$ cat src/rtl/sample_capture.sv
// Frame capture engine: averages DECIM consecutive ADC samples into one word
// and streams MEM_SIZE words per frame into an external memory.
module sample_capture #(
    parameter int NUM_BITS = 10,
    parameter int MEM_SIZE = 2048,
    parameter int DECIM    = 4
) (
    input  logic                        clk,
    input  logic                        rst,
    input  logic                        sample_valid,
    input  logic [NUM_BITS-1:0]         sample_in,
    input  logic                        start,
    input  logic                        frame_ack,
    output logic                        mem_we,
    output logic [$clog2(MEM_SIZE)-1:0] mem_addr,
    output logic [NUM_BITS-1:0]         mem_din,
    output logic                        busy,
    output logic                        frame_ready,
    output logic                        overrun
);

    localparam int AW    = $clog2(MEM_SIZE);
    localparam int LOG_D = $clog2(DECIM);
    localparam int CNT_W = (LOG_D > 0) ? LOG_D : 1;
    localparam int ACC_W = NUM_BITS + LOG_D;

    typedef enum logic [1:0] {
        IDLE,
        CAPTURE,
        READY
    } state_t;

    state_t              state_q, state_d;
    logic [ACC_W-1:0]    acc_q, acc_d;
    logic [CNT_W-1:0]    cnt_q, cnt_d;
    logic [AW-1:0]       addr_q, addr_d;
    logic                last_q, last_d;
    logic                we_q, we_d;
    logic [NUM_BITS-1:0] din_q, din_d;
    logic                busy_q, busy_d;
    logic                ready_q, ready_d;
    logic                overrun_q, overrun_d;
    logic [ACC_W-1:0]    sum;

    always_comb begin
        // NOTE: every signal gets a default first so no path leaves it unassigned (no latches).
        state_d   = state_q;
        acc_d     = acc_q;
        cnt_d     = cnt_q;
        addr_d    = we_q ? addr_q + AW'(1) : addr_q;
        last_d    = last_q;
        we_d      = 1'b0;
        din_d     = din_q;
        overrun_d = overrun_q;
        sum       = acc_q + ACC_W'(sample_in);

        unique case (state_q)
            IDLE: begin
                if (start) begin
                    state_d   = CAPTURE;
                    overrun_d = 1'b0;
                    acc_d     = '0;
                    cnt_d     = '0;
                    addr_d    = '0;
                    last_d    = 1'b0;
                end
            end
            CAPTURE: begin
                // Once the final word is issued, further samples belong to no frame.
                if (sample_valid && !last_q) begin
                    if (cnt_q == CNT_W'(DECIM - 1)) begin
                        we_d   = 1'b1;
                        din_d  = sum[ACC_W-1:LOG_D];
                        acc_d  = '0;
                        cnt_d  = '0;
                        last_d = (addr_d == AW'(MEM_SIZE - 1));
                    end else begin
                        acc_d = sum;
                        cnt_d = cnt_q + CNT_W'(1);
                    end
                end
                if (we_q && last_q) begin
                    state_d = READY;
                    acc_d   = '0;
                    cnt_d   = '0;
                    last_d  = 1'b0;
                end
            end
            READY: begin
                if (sample_valid) overrun_d = 1'b1;
                if (frame_ack)    state_d   = IDLE;
            end
            default: state_d = IDLE;
        endcase

        busy_d  = (state_d == CAPTURE);
        ready_d = (state_d == READY);
    end

    always_ff @(posedge clk) begin
        // NOTE: sequential state uses non-blocking assignments so all flops update together.
        if (rst) begin
            state_q   <= IDLE;
            acc_q     <= '0;
            cnt_q     <= '0;
            addr_q    <= '0;
            last_q    <= 1'b0;
            we_q      <= 1'b0;
            din_q     <= '0;
            busy_q    <= 1'b0;
            ready_q   <= 1'b0;
            overrun_q <= 1'b0;
        end else begin
            state_q   <= state_d;
            acc_q     <= acc_d;
            cnt_q     <= cnt_d;
            addr_q    <= addr_d;
            last_q    <= last_d;
            we_q      <= we_d;
            din_q     <= din_d;
            busy_q    <= busy_d;
            ready_q   <= ready_d;
            overrun_q <= overrun_d;
        end
    end

    assign mem_we      = we_q;
    assign mem_addr    = addr_q;
    assign mem_din     = din_q;
    assign busy        = busy_q;
    assign frame_ready = ready_q;
    assign overrun     = overrun_q;

endmodule

$ cat config.mk
export PLATFORM = sky130hd
export DESIGN_NAME = sample_capture
export DESIGN_NICKNAME = d
export VERILOG_FILES = /design/src/rtl/sample_capture.sv
export SDC_FILE = /design/constraint.sdc
export NUM_CORES = 1
export LEC_CHECK = 0
export ABC_AREA = 0
export BUFFER_PORTS_ARGS = -buffer_cell sky130_fd_sc_hd__buf_2
export CAP_MARGIN = 40
export CORE_MARGIN = 2
export CORE_UTILIZATION = 56
export DETAILED_ROUTE_END_ITERATION = 10
export GPL_TIMING_DRIVEN = 0
export PLACE_DENSITY = 0.8
export SLEW_MARGIN = 20
export SYNTH_ARGS = -nofsm -noshare
export SYNTH_HDL_FRONTEND = slang
export SYNTH_SLANG_ARGS = --single-unit
$ cat constraint.sdc
create_clock -name clk -period 2.7 [get_ports clk]
set_input_delay 0.405 -clock clk [delete_from_list [all_inputs] [get_ports clk]]
set_output_delay 0.405 -clock clk [all_outputs]
set_load 0.05 [all_outputs]
Yosys cells after proc, flatten, opt, wreduce, memory -nomap -nowiden
Index checks and enable logic that the tools add are counted.
{"block": "word_totals", "register_bits": 42, "output_inout_bits": 25}
{"block": "op_classes", "n_bitwise": 2, "add_sub_neg": 3, "eq_ne": 10, "n_mux": 25, "reduce_logical": 11}
{"operator": "$mux W12", "n": 4}
{"operator": "$mux W11", "n": 3}
{"operator": "$pmux W12 S2", "n": 1}
{"operator": "$mux W2", "n": 7}
{"operator": "$add A12 B10 Y12", "n": 1}
{"operator": "$add A11 B1 Y11 const B", "n": 1}
{"operator": "$eq A11 B11 Y1 const B", "n": 1}
{"operator": "$reduce_and A3 Y1", "n": 3}
{"operator": "$eq A2 B2 Y1 const B", "n": 3}
{"operator": "$mux W1", "n": 6}
{"operator": "$ne A3 B3 Y1 const B", "n": 2}
{"operator": "$pmux W2 S3", "n": 1}
{"operator": "$eq A2 B1 Y1 const B", "n": 2}
{"operator": "$ne A2 B2 Y1 const B", "n": 2}
{"operator": "$pmux W1 S2", "n": 2}
{"operator": "$pmux W2 S2", "n": 1}
{"operator": "$reduce_and A4 Y1", "n": 1}
{"operator": "$reduce_bool A2 Y1", "n": 2}
{"operator": "$reduce_or A3 Y1", "n": 1}
{"operator": "$add A2 B1 Y2 const B", "n": 1}
{"operator": "$logic_and A1 B1 Y1", "n": 2}
{"operator": "$logic_not A2 Y1", "n": 1}
{"operator": "$not A1 Y1", "n": 2}
{"operator": "$logic_not A1 Y1", "n": 1}

Logic depth before layout (Yosys ltp)
Gate-level depths: netlist (run 1).
{"block": "logic_depth", "word_depth": 7, "depth_mapped": 7, "mapped_depth_nobuf": 7}

Least setup slack after synthesis (run 1)
No wires, ideal clock.
{"block": "synth_path", "path_type": "input to register", "from": "input sample_in[0]", "to": "register din_q[6], in the netlist mem_din[6]", "arrival_time_ns": 2.063, "slack_ns": 0.515, "required_ns": 2.578, "path_stages": 7, "n_path_buf": 0, "path_cell_list": "ha_1 -> fa_1 -> a211oi_1 -> o211ai_1 -> a31oi_1 -> nor4_1 -> a311o_1"}
{"block": "synth_between", "elab_chain_cells": 1}
{"element": "start: declaration", "line": "11", "text": "input logic [NUM_BITS-1:0] sample_in,"}
{"element": "$add A12 B10 Y12", "line": "55", "text": "sum = acc_q + ACC_W'(sample_in);"}
{"element": "end signal: assignment", "line": "120", "text": "din_q <= din_d;"}
{"element": "end: declaration", "line": "39", "text": "logic [NUM_BITS-1:0] din_q, din_d;"}
No other way between the ends.
A chain may end at the register's enable or synchronous reset.

Final worst setup path (run 1)
{"block": "layout_path", "from": "register acc_q[0]", "to": "register acc_q[6]"}
{"block": "layout_between", "elab_chain_cells": 5}
{"element": "start: declaration", "line": "34", "text": "logic [ACC_W-1:0] acc_q, acc_d;"}
{"element": "start signal: assignment", "line": "104", "text": "acc_q <= '0;"}
{"element": "start signal: assignment", "line": "115", "text": "acc_q <= acc_d;"}
{"element": "$add A12 B10 Y12", "line": "55"}
{"element": "$mux W12", "line": "71", "text": "if (cnt_q == CNT_W'(DECIM - 1)) begin"}
{"element": "$mux W12", "line": "70", "text": "if (sample_valid && !last_q) begin"}
{"element": "$mux W12", "line": "82", "text": "if (we_q && last_q) begin"}
{"element": "$pmux W12 S2", "line": "57", "text": "unique case (state_q)"}
No other way between the ends. The select of a mux whose other input is x is not followed.

==> impl_metrics.ini, run 1 <==
[run_status]
status = finished, final reports clean

[clocking]
cts.sinks = 42
root_buffer = clkbuf_8
cts_max_path_buffers = 2
clk_latency_ps = 300
cts-hold-fix-buffers = 0
cts_setup_buffers = 0
clkTransAtPathRegs_ps = 80
cts_buffers = 5
postCtsResizedCells = 0
cts_tree = built
htreeDepth = 2

[setup_path]
worstPathRequired_ps = 2900
cp_max_fo = 3
cp.buffers_inverters = 0
cp-end-kind = register
path_cells = ha_1 > fa_1 > a211oi_1 > o21ai_0 > a21oi_1 > xor2_1 > o41ai_1
crit_path_top_delay_cell = fa_1
criticalPathCategory = register to register
cp_data_arrival_time_ps = 2490
cp_top_family = compound AO/OA/AOI/OAI gates
cpPeakStageDelay_ps = 430
worstSetupStartpointType = register

[die]
num_rows = 23
core_area_um2 = 4000
start_util_pct = 58.2
dieHeight_um = 68.5
die_w_um = 68.5
die_area_um2 = 4690
io_pins = 40

[flow_run]
cap_viol_max_count = 0

[sta]
rsz0062_at_grt = false
fin_crit_ps = 2290
skew_ps = 4.54
slew-limit-headroom_pct = 66.7
fin_crit_sh_pct = 85.0
setup_viol_count_final = 0
worst_pin_slew_ps = 499
slew_violations = 0
fmax_mhz = 436
hold_viol_final = 0
tns_ps = 0

[global_route]
antenna_found_initial = 0
gr-total-overflow = 0
grt_pass1_vias = 1806
grt_pass1_wl_mm = 8.16
grt_busiest_layer = met2
grt_util_met3_pct = 5.59
grt_use_total_pct = 23.5
grt_max_degree = 15
grtUsageMet2_pct = 38.0
gr-usage-met1_pct = 31.0

[synthesis]
syn-num-nets = 293
synth_enable_flop_cells = 0
synthCells = 265
synth_top_area_share_pct = 36.1
synthFlopType = dfxtp_1
ys_ff_latch = 42
yosysWarningCount = 0
yosys.area.top_type = dfxtp_1
synthArstFlopShare_pct = 0
synthTopCellsByArea = dfxtp_1 (36%), ha_1 (6.4%), nor2_1 (5.5%)
postSynthAreaPerCell_um2 = 8.79
ys_types = 57
ys_seq_area_share_pct = 36.1
mappedNetlistArea_um2 = 2330

[final_layout]
seq_area_um2 = 841
n_fill_cell = 333
mostFrequentLayoutCells = dfxtp_1 (42), buf_2 (41), nor2_1 (34)
drive_gt1_share_pct = 21.8
area_growth_pct = 16.0
layout_commonest_cell = dfxtp_1
antenna_cells = 0
finalNetCount = 339
multiInputGateArea_um2 = 1410

[route]
drc = 0
antenna_left = 0
drt_iter0_drc = 123
vias_per_cell = 5.77
vias = 2088
wl_per_cell_um = 14.4
drt_pass1_iterations = 4
drt_wl_total_mm = 5.20

[power]
internal_power_mw = 0.971
power_switching_mw = 0.343
combPwrFrac_pct = 13.3
clkPwrFrac_pct = 38.3
p_sw_share_pct = 26.1
vdd_drop_max_mv = 0.343
seq_power_share_pct = 48.4
finalPower_mw = 1.31
p_per_area_nw_per_um2 = 487
p_leak_nw = 1.13

[placement]
port_buffers = 39
gp_routability_congestion = 0.863
dp_hpwl_mm = 3.87

[hold_path]
hold_class = primary input to register
layer usage:
| metal | part of all wire, % | up-vias |
|---|---|---|
| met5 | 0 | - |
| met2 | 47 | 34 |
| li1 | - | 1078 |
| met4 | 1.1 | 0 |
| met1 | 48 | 971 |
| met3 | 4.2 | 5 |
stage by stage:
step           hold WS, ps  cells  util [%]  instance area (um2)  worst slack, ps
3_3_place_gp           443    354      64.7                 2590              182
3_5_place_dp           448    354      64.7                 2590              178
6_report               402    362      67.5                 2700              406
4_1_cts                402    362      67.5                 2700              383
2_1_floorplan          424    265         -                 2330              515
5_1_grt                417    362      67.5                 2700              266
tightest hold or removal path, stage by stage:
cell and delay [ps]:
buf_2 100, or4_1 100, nand3_1 50
power by group through the flow:
stage / combinational (mW) / clock [mW] / sequential [mW]
after floorplan: 0.124 / 0 / 0.653
after CTS: 0.175 / 0.514 / 0.635
after global routing: 0.193 / 0.538 / 0.636
final: 0.175 / 0.503 / 0.636
after global placement: 0.171 / 0 / 0.649
after detailed placement: 0.174 / 0 / 0.650
sequential cells by signal, summed over array words and instances (netlist names):
signal / flops
mem_addr: 11
state_q: 2
last_q: 1
frame_ready: 1
cnt_q: 2
overrun: 1
acc_q: 12
mem_din: 10
mem_we: 1
busy: 1
path summary, 6_finish.rpt:
check	cells past startpoint	slack [ps]	start	end
max	7	410	acc_q[0]$_SDFFE_PP0P_	acc_q[6]$_SDFFE_PP0P_
min	3	400	rst	mem_din[7]$_SDFFE_PP0P_
max reg2reg	7	410	acc_q[0]$_SDFFE_PP0P_	acc_q[6]$_SDFFE_PP0P_
min reg2reg	2	480	mem_din[3]$_SDFFE_PP0P_	mem_din[3]$_SDFFE_PP0P_
cell families after synthesis:
family          synth area share, %
simple gates                   25.5
flops                          36.1
buf+inv                        3.49
compound gates                 20.3
mux                            1.29
fa+ha+maj                      7.31
xor+xnor                       6.02
cell type report:
class	instances	share of cell area, %
timing repair buffer	39	7.23
inverter	4	0.556
clock buffer	5	2.55
buffer	11	2.46
sequential	42	31.1
tap	50	2.32
clock inverter	3	1.67
multi-input combinational	208	52.1
cell usage after synthesis, types with 2 or more instances:
master,count
a211oi_1,2
a21o_1,5
a21oi_1,18
a22o_1,3
a22oi_1,3
a311o_1,2
a31oi_1,6
and3_1,4
and4_1,4
buf_2,2
buf_4,2
buf_6,2
clkbuf_1,5
dfxtp_1,42
ha_1,12
inv_1,4
mux2i_1,3
nand2_1,15
nand2_2,2
nand2b_1,2
nand3_1,11
nand3b_1,2
nand4_1,9
nor2_1,34
nor3_1,5
nor4_1,4
o211ai_1,2
o21ai_0,13
o31ai_1,2
o41ai_1,2
or3_1,3
xnor2_1,11
xor2_1,5
Power figures use the tool's default switching activity.
==> inputs of run 2 (changes only) <==
Clock period 2.7 ns to 2.28 ns, I/O delays scaled along.
==> impl_metrics.ini, run 2 (same netlist as run 1, synthesis figures left out) <==
[placement]
post-place-ws_ps = -179
placed_cell_area_um2 = 2590
placedCellCount = 354
dp_hpwl_mm = 3.87
gp_routability_congestion = 0.863
port_buffers = 39

[setup_path]
crit_start = acc_q[0]$_SDFFE_PP0P_
worstSetupStartpointType = register
path_cells = ha_1 > fa_2 > a211oi_2 > o21ai_1 > a21oi_1 > xor2_1 > o41ai_1
r2r_slack_ps = 190
r2r-end = acc_q[6]$_SDFFE_PP0P_
worstPathRequired_ps = 2480
cp-end-kind = register
criticalPathCategory = register to register
regToRegStartpoint = acc_q[0]$_SDFFE_PP0P_
cp_data_arrival_time_ps = 2290
r2r_cells = 7
cp_max_fo = 3
crit_path_top_delay_cell = fa_2
cpPeakStageDelay_ps = 380

[die]
start_util_pct = 58.2
die_area_um2 = 4690
dieHeight_um = 68.5
num_rows = 23
die_w_um = 68.5
core_area_um2 = 4000
io_pins = 40

[route]
vias_per_cell = 5.83
drt_iter0_drc = 143
drt_pass1_iterations = 4
drt_wl_total_mm = 5.25
antenna_left = 0
drc = 0
wl_per_cell_um = 14.5
vias = 2109

[sta]
slew_violations = 0
fin_crit_ps = 2090
setup_viol_count_final = 0
worst_pin_slew_ps = 503
tns_ps = 0
skew_ps = 4.66
slew-limit-headroom_pct = 66.5
hold_viol_final = 0
setup_ws_ps = 186
hold-worst-slack_ps = 339
rsz0062_at_grt = false
fin_crit_sh_pct = 91.8
fmax_mhz = 478

[final_layout]
layout_commonest_cell = dfxtp_1
design_area_um2 = 2710
n_fill_cell = 330
multiInputGateArea_um2 = 1420
mostFrequentLayoutCells = dfxtp_1 (42), buf_2 (41), nor2_1 (34)
area_growth_pct = 16.6
fin_util_pct = 67.8
seq_area_um2 = 841
largest_reg_flops = 12
regMostFlops = acc_q
drive_gt1_share_pct = 22.8
finalNetCount = 339
final_cell_count_no_fill = 362
antenna_cells = 0

[global_route]
gr-total-overflow = 0
antenna_found_initial = 0
grt_pass1_vias = 1806
grt_max_degree = 15
grt_pass1_wl_mm = 8.16
grt_use_total_pct = 23.5

[hold_path]
hold_class = primary input to register
min_from = rst
whs_endpoint = mem_din[7]$_SDFFE_PP0P_
hold_depth = 3

[power]
p_per_area_nw_per_um2 = 576
vdd_drop_max_mv = 0.412
p_leak_nw = 1.13
finalPower_mw = 1.56

[clocking]
root_buffer = clkbuf_8
cts_max_path_buffers = 2
cts_tree = built
cts_buffers = 5
clk_latency_ps = 300
cts.sinks = 42
clkTransAtPathRegs_ps = 80
htreeDepth = 2

[flow_run]
cap_viol_max_count = 0

[run_status]
status = finished, final reports clean
-- run 2: cell counts in the layout (fill, tap and decap cells not counted) --
Identical to the previous run, type by type.
-- run 2: worst max path at each step --
stage / end / slack, ps / cells after the start
CTS: mem_din[6]$_SDFFE_PP0P_ / 3 / 7
detailed placement: acc_q[6]$_SDFFE_PP0P_ / -180 / 8
floorplan: mem_din[6]$_SDFFE_PP0P_ / 160 / 7
finish: acc_q[6]$_SDFFE_PP0P_ / 190 / 7
global route: acc_q[6]$_SDFFE_PP0P_ / 70 / 7
global placement: acc_q[6]$_SDFFE_PP0P_ / -170 / 8
-- run 2: layout make-up --
cell class                      instances  share of cell area, %
Buffer                                 11                   2.44
Clock buffer                            5                   2.54
Clock inverter                          3                   1.66
Inverter                                4                  0.553
Multi-Input combinational cell        208                   52.3
Sequential cell                        42                   31.0
Tap cell                               50                   2.31
Timing Repair Buffer                   39                   7.19
-- run 2: per-layer routing --
metal	vias to the layer above	wire [um]	GRT usage, %
li1	1077	-	-
met2	40	2500	38.0
met3	6	223	5.59
met1	986	2470	31.0
met4	0	58	6.50
met5	-	0	0
-- run 2: timing repair --
item	in CTS	in global routing
hold buffers	0	0
buffers inserted	0	0
endpoints found under the setup margin	1	3
gates resized for setup	1	3
-- run 2: critical path, delay by kind of cell (launching register included) --
family,cells,cell delay (ps)
compound gates,4,970
fa+ha+maj,2,590
flops,1,320
xor+xnor,1,110
-- run 2: power breakdown --
part | switching [mW] | total, mW | internal, mW | leakage (nW)
Combinational | 0.131 | 0.212 | 0.0805 | 0.739
Clock | 0.274 | 0.600 | 0.326 | 0.0504
Sequential | 0.00734 | 0.753 | 0.745 | 0.339
==> inputs of run 3 (changes only) <==
Settings changed: CORE_ASPECT_RATIO set to 1.25.
==> impl_metrics.ini, run 3 (same netlist as run 1, synthesis figures left out) <==
[sta]
setup_viol_count_final = 0
worst_pin_slew_ps = 497
setup_ws_ps = 166
rsz0062_at_grt = false
fmax_mhz = 473
slew-limit-headroom_pct = 66.8
hold_viol_final = 0
fin_crit_sh_pct = 92.7
slew_violations = 0
fin_crit_ps = 2110
skew_ps = 9.00

[final_layout]
largest_reg_flops = 12
area_growth_pct = 16.7
mostFrequentLayoutCells = dfxtp_1 (42), buf_2 (41), nor2_1 (34)
regMostFlops = acc_q
fin_util_pct = 67.3
drive_gt1_share_pct = 22.8
layout_commonest_cell = dfxtp_1
finalNetCount = 339
antenna_cells = 0

[die]
die_area_um2 = 4690
die_w_um = 61.7
dieHeight_um = 76.1
num_rows = 26
core_area_um2 = 4030
start_util_pct = 57.7
io_pins = 40

[route]
drt_pass1_iterations = 4
wl_per_cell_um = 14.6
drt_iter0_drc = 83
vias_per_cell = 5.86
drc = 0
antenna_left = 0
drt_wl_total_mm = 5.37
vias = 2156

[setup_path]
worstPathRequired_ps = 2490
cp_max_fo = 3
regToRegStartpoint = acc_q[0]$_SDFFE_PP0P_
r2r_slack_ps = 170
cp-end-kind = register
criticalPathCategory = register to register
r2r_cells = 7
worstSetupEndpoint = acc_q[6]$_SDFFE_PP0P_
r2r-end = acc_q[6]$_SDFFE_PP0P_
cp_data_arrival_time_ps = 2320
crit_start = acc_q[0]$_SDFFE_PP0P_
worstSetupStartpointType = register

[placement]
dp_hpwl_mm = 3.96
port_buffers = 39
post-place-ws_ps = -204
gp_routability_congestion = 0.850

[global_route]
grt_pass1_vias = 1968
antenna_found_initial = 0
grt_max_degree = 14
gr-total-overflow = 0
grt_pass1_wl_mm = 8.90
grt_use_total_pct = 24.6

[power]
p_leak_nw = 1.14
p_per_area_nw_per_um2 = 573
vdd_drop_max_mv = 0.405
finalPower_mw = 1.56

[clocking]
htreeDepth = 2
cts_max_path_buffers = 2
cts_buffers = 5
root_buffer = clkbuf_8
clk_latency_ps = 310
clkTransAtPathRegs_ps = 80
cts_tree = built
cts.sinks = 42
cts_setup_buffers = 0

[hold_path]
hold_class = primary input to register
min_from = rst

[flow_run]
cap_viol_max_count = 0

[run_status]
status = finished, final reports clean
-- run 3: cell types whose count changed in the layout (fill, tap and decap cells not counted), sizes merged --
cell / before / now
clkinvlp: 2 / 0
clkinv: 0 / 2
-- run 3: repair_timing --
item / CTS / global route
resized for setup: 2 / 2
endpoints found under the setup margin: 2 / 3
hold buffers: 0 / 0
-- run 3: power by group --
group          internal, mW  switching, mW
logic                0.0806          0.131
clock network         0.322          0.270
registers             0.745        0.00770
-- run 3: through the flow --
step | TNS (ps) | hold slack (ps) | cell area, um2 | std cells
finish | 0 | 329 | 2720 | 368
global route | 0 | 368 | 2720 | 368
CTS | 0 | 328 | 2710 | 368
detailed placement | -549 | 451 | 2590 | 360
global placement | -328 | 442 | 2590 | 360
floorplan | 0 | 424 | 2330 | 265
-- run 3: worst min-delay path by stage --
stage | endpoint | slack (ps) | cells after the start
floorplan | acc_q[6]$_SDFFE_PP0P_ | 420 | 2
global placement | acc_q[0]$_SDFFE_PP0P_ | 440 | 2
detailed placement | cnt_q[1]$_SDFFE_PP0P_ | 450 | 2
CTS | mem_din[7]$_SDFFE_PP0P_ | 330 | 3
global route | mem_din[7]$_SDFFE_PP0P_ | 370 | 3
finish | mem_din[7]$_SDFFE_PP0P_ | 330 | 3
-- run 3: final cells by class --
cell class / count / area [um2]
inverter: 4 / 15.0
clock buffer: 5 / 68.8
timing repair buffer: 39 / 195
multi-input combinational: 208 / 1420
clock inverter: 3 / 40.0
fill: 365 / 1320
tap: 56 / 70.1
sequential: 42 / 841
buffer: 11 / 66.3
-- run 3: per-layer routing --
| metal | GRT usage, % | vias to the layer above | part of all wire (%) |
|---|---|---|---|
| li1 | - | 1080 | - |
| met1 | 30.2 | 1016 | 43 |
| met2 | 39.7 | 50 | 51 |
| met3 | 5.60 | 10 | 4.5 |
| met4 | 11.1 | 0 | 1.7 |
| met5 | 0 | - | 0 |
-- run 3: worst max-delay path, cell delays in order (launching register included) --
cell	delay (ps)
dfxtp_1	320
ha_1	220
fa_2	390
a211oi_2	270
o21ai_1	170
a21oi_1	200
xor2_1	110
o41ai_1	340
